<file path="src/rtl/store_buffer.sv">
// Word store buffer between a single-cycle core and a slower external write bus.
// Stores are queued in a small FIFO and drained over a req/ack handshake.
module store_buffer #(
    parameter  int DEPTH = 4,
    parameter  int AW    = 32,
    parameter  int DW    = 32,
    localparam int CW    = $clog2(DEPTH + 1),
    localparam int PW    = $clog2(DEPTH)
) (
    input  logic          clk,
    input  logic          reset,
    input  logic          mem_write,
    input  logic [AW-1:0] alu_result,
    input  logic [DW-1:0] write_data,
    input  logic [1:0]    result_src,
    output logic          stall,
    output logic          bus_req,
    output logic [AW-1:0] bus_addr,
    output logic [DW-1:0] bus_wdata,
    input  logic          bus_ack,
    output logic [CW-1:0] count,
    output logic          misalign_err
);

    typedef enum logic {
        IDLE = 1'b0,
        REQ  = 1'b1
    } state_t;

    state_t        state;
    state_t        state_next;
    logic [AW-1:0] addr_mem [DEPTH];
    logic [DW-1:0] data_mem [DEPTH];
    logic [PW-1:0] wr_ptr;
    logic [PW-1:0] rd_ptr;
    logic [CW-1:0] count_next;
    logic          aligned;
    logic          full;
    logic          push;
    logic          pop;

    assign aligned = (alu_result[1:0] == 2'b00);
    // Fullness uses the pre-edge count, so a same-edge pop never frees a slot for a push.
    assign full    = (count == CW'(DEPTH));
    assign push    = mem_write & aligned & ~full;
    assign pop     = (state == REQ) & bus_ack;

    assign stall = (mem_write & aligned & full)
                 | ((result_src == 2'b01) & ~mem_write & (count != '0));

    assign bus_req   = (state == REQ);
    assign bus_addr  = addr_mem[rd_ptr];
    assign bus_wdata = data_mem[rd_ptr];

    always_comb begin
        count_next = count;
        case ({push, pop})
            2'b10:   count_next = count + CW'(1);
            2'b01:   count_next = count - CW'(1);
            default: count_next = count;
        endcase
    end

    always_comb begin
        state_next = state;
        case (state)
            IDLE: if (count != '0) state_next = REQ;
            REQ:  if (pop && (count_next == '0)) state_next = IDLE;
            default: state_next = IDLE;
        endcase
    end

    always_ff @(posedge clk or posedge reset) begin
        if (reset) begin
            state        <= IDLE;
            wr_ptr       <= '0;
            rd_ptr       <= '0;
            count        <= '0;
            misalign_err <= 1'b0;
        end else begin
            state <= state_next;
            count <= count_next;
            if (push) wr_ptr <= wr_ptr + PW'(1);
            if (pop)  rd_ptr <= rd_ptr + PW'(1);
            if (mem_write && !aligned) misalign_err <= 1'b1;
        end
    end

    always_ff @(posedge clk) begin
        if (push) begin
            addr_mem[wr_ptr] <= alu_result;
            data_mem[wr_ptr] <= write_data;
        end
    end

endmodule

</file>
<file path="config.mk">
export PLATFORM = sky130hd
export DESIGN_NAME = store_buffer
export DESIGN_NICKNAME = d
export VERILOG_FILES = /design/src/rtl/store_buffer.sv
export SDC_FILE = /design/constraint.sdc
export NUM_CORES = 1
export LEC_CHECK = 0
export ABC_AREA = 1
export CAP_MARGIN = 20
export CORE_MARGIN = 5
export CORE_UTILIZATION = 58
export CTS_CLUSTER_DIAMETER = 120
export DETAILED_ROUTE_END_ITERATION = 8
export HOLD_SLACK_MARGIN = 0.1
export PLACE_DENSITY = 0.9
export SLEW_MARGIN = 0
export SYNTH_ARGS = -nofsm -noshare
export SYNTH_HDL_FRONTEND = slang
export SYNTH_SLANG_ARGS = --single-unit
</file>
<file path="constraint.sdc">
create_clock -name clk -period 10.3 [get_ports clk]
set_input_delay 1.03 -clock clk [delete_from_list [all_inputs] [get_ports clk]]
set_output_delay 1.03 -clock clk [all_outputs]
set_load 0.01 [all_outputs]
</file>
==> results.cfg <==
[sta]
finalWorstSetupSlack_ps = 5992
finalMaxSlewViolations = 0
rsz0062_at_grt = false
tightest_slew_ps = 1104
final_hold_viol_count = 0
fin_tns_setup_ps = 0
setup_violations = 0
finalClockSkew_ps = 9.236
fmax_mhz = 232.1
relSlewSlack = 0.2642
period_share = 0.4182
min_period_ps = 4308

[power]
switching_share = 0.3211
leakagePower_nw = 4.008
clkPwrFrac = 0.241
ir_drop_v = 0.0002084
power.switching_mw = 1.054
cellPowerDensity_nw_per_um2 = 268.1
p_int_mw = 2.227
p_seq_frac = 0.394
p_comb_frac = 0.366

[routing]
drt_pass1_iterations = 5
wl_per_cell_um = 19.45
drc = 0
routed_wl_mm = 20.60
vias = 6014
via_per_inst = 5.679
ant_nets = 0
drt_iter0_markers = 462

[finish]
fill_cells = 1059
drive_gt1_frac = 0.05755
nets = 895
num_antenna_cells = 0
syn_to_final_growth_pct = 22.05

[grt]
antenna_found_initial = 0
grt_pass1_wl_mm = 31.97
grt_max_degree = 115
grt-ovfl-total = 0
first_global_vias = 6326
track_usage = 0.2038

[yosys]
synth_top_area_share = 0.7668
syn_area_um2 = 10020
syn-num-nets = 762
syn-instance-count = 686
synth_flop_cell = edfxtp_1
synth-edff-count = 256
synth_common_cells = edfxtp_1, nor2_1, o21ai_0
async_reset_ff_frac = 0.03396
synth-seq-cells = 265
ys_top_cells_by_area = edfxtp_1, nor2_1, o21ai_0
avgSynthCellArea_um2 = 14.61
synth_top_area_cell = edfxtp_1
yosysSeqAreaShare = 0.7893
synth_most_common_cell = edfxtp_1
synth_cell_types = 25
yosys_warnings = 0

[clock_tree]
cts_max_level = 1
ctsLongestPathBuffers = 3
cts-root-buf = clkbuf_16
cts_tree = yes
cts_inserted_buffers = 25
path_clk_slew_ps = 60
clkSinkCount = 265
cts_setup_buffers = 0
postCtsHoldBufs = 0
clk_latency_ps = 510
cts_resized = 0

[die]
fp.dieW_um = 141.5
io_pins = 140
fp.dieH_um = 141.5
core_area_um2 = 17120
initial_core_util = 0.5857
die_area_um2 = 20010
num_rows = 48

[placement]
pre_cts_ws_ps = 6366
gp_congestion = 0.7338
io_buffers = 139
dp_hpwl_mm = 11.55

[setup_path]
crit_path_max_fanout = 74
slowest_delay_ps = 700
crit_type = reg -> out
path_buf_inv = 3
cp.depth = 5
worst_setup_path_start_kind = flop
required_ps = 9270
reg2regPathDepth = 5
crit_slowest_cell = buf_4
cp.arrival_ps = 3280
path_cells = inv_4, buf_4, nor2_1, o22ai_1, clkdlybuf4s50_1
cp-end-kind = primary output
crit_family = buffers and inverters

[min_path]
hold_class = reg -> reg
min_path_cells = 1

[outcome]
status = complete, no violations

[run]
drv_cap = 0
[layout by cell type, fill, tap and decap left out, types with 3 or more instances in the layout]
| master | netlist | routed |
|---|---|---|
| nor2_1 | 141 | 137 |
| xor2_1 | 3 | 3 |
| buf_4 | 7 | 7 |
| nor2_4 | 0 | 4 |
| o21ai_0 | 84 | 84 |
| nand3_1 | 3 | 3 |
| dfrtp_1 | 9 | 7 |
| clkinv_1 | 0 | 5 |
| inv_1 | 17 | 17 |
| o22ai_1 | 64 | 64 |
| ha_1 | 5 | 5 |
| clkbuf_16 | 0 | 25 |
| nand2_1 | 9 | 9 |
| clkdlybuf4s50_1 | 0 | 139 |
| edfxtp_1 | 256 | 256 |
| o21ai_1 | 46 | 46 |
| clkbuf_1 | 19 | 7 |
| clkinv_2 | 0 | 5 |
[worst register-to-register path: cells and delay by family, from the launching register on]
kind / cells / cell delay, ps
and+or+nand+nor: 4 / 1180
buffers and inverters: 1 / 640
DFF: 1 / 400
[layout make-up]
class                           count  area (um2)  share of cell area
Sequential cell                   265        7918              0.6471
Multi-Input combinational cell    361        1803              0.1474
Timing Repair Buffer              147        1464              0.1196
Clock inverter                     10       43.79            0.003579
Clock buffer                       32       651.9             0.05328
Tap cell                          225       281.5             0.02301
Inverter                           19       73.82            0.006033
[routing by layer]
| layer | global-route usage | part of all wire |
|---|---|---|
| met1 | 0.2486 | 0.39 |
| met2 | 0.3667 | 0.53 |
| met3 | 0.03303 | 0.064 |
| met4 | 0.07727 | 0.024 |
| met5 | 0 | 0 |
[state kept, by name, summed over array words and instances (netlist names)]
register / count
data_mem: 128
rd_ptr: 2
addr_mem: 128
misalign_err: 1
count: 3
bus_req: 1
wr_ptr: 2
[final timing paths]
kind	startpoint	to	slack (ps)
max reg2reg	count[1]$_DFF_PP0_	addr_mem[1][10]$_DFFE_PP_	7680
min	misalign_err$_DFFE_PP0P_	misalign_err$_DFFE_PP0P_	480
max	rd_ptr[0]$_DFFE_PP0N_	bus_wdata[6]	5990
min in group asynchronous	reset	count[2]$_DFF_PP0_	790
max in group asynchronous	reset	rd_ptr[0]$_DFFE_PP0N_	9210
min reg2reg	misalign_err$_DFFE_PP0P_	misalign_err$_DFFE_PP0P_	480
[power by group through the flow]
stage          sequential (mW)  combinational (mW)  clock, mW
6_report                  1.29                1.20      0.790
3_3_place_gp              1.31                1.16          0
4_1_cts                   1.29                1.20      0.803
2_1_floorplan             1.31               0.671          0
3_5_place_dp              1.31                1.19          0
5_1_grt                   1.30                1.30      0.851
[metrics by stage]
stage	std cells	total power [mW]	cell area [um2]	hold WS [ps]	utilization
after detailed placement	1016	2.505	11520	461.3	0.6730
after global placement	1016	2.475	11520	477.0	0.6730
after floorplan	686	1.978	10020	513.4	-
final	1059	3.281	12240	480.7	0.7148
after CTS	1058	3.298	12220	486.7	0.7137
after global routing	1059	3.453	12240	533.8	0.7148
[cell families after synthesis]
| logic type | synth area share |
|---|---|
| AND/OR/NAND/NOR | 0.05991 |
| flip-flops | 0.7893 |
| XOR/XNOR | 0.002622 |
| adder cells (fa/ha/maj) | 0.008238 |
| buffers and inverters | 0.03382 |
| AO/OA/AOI/OAI | 0.1061 |
Note: power is estimated with default switching activity, not from simulation.
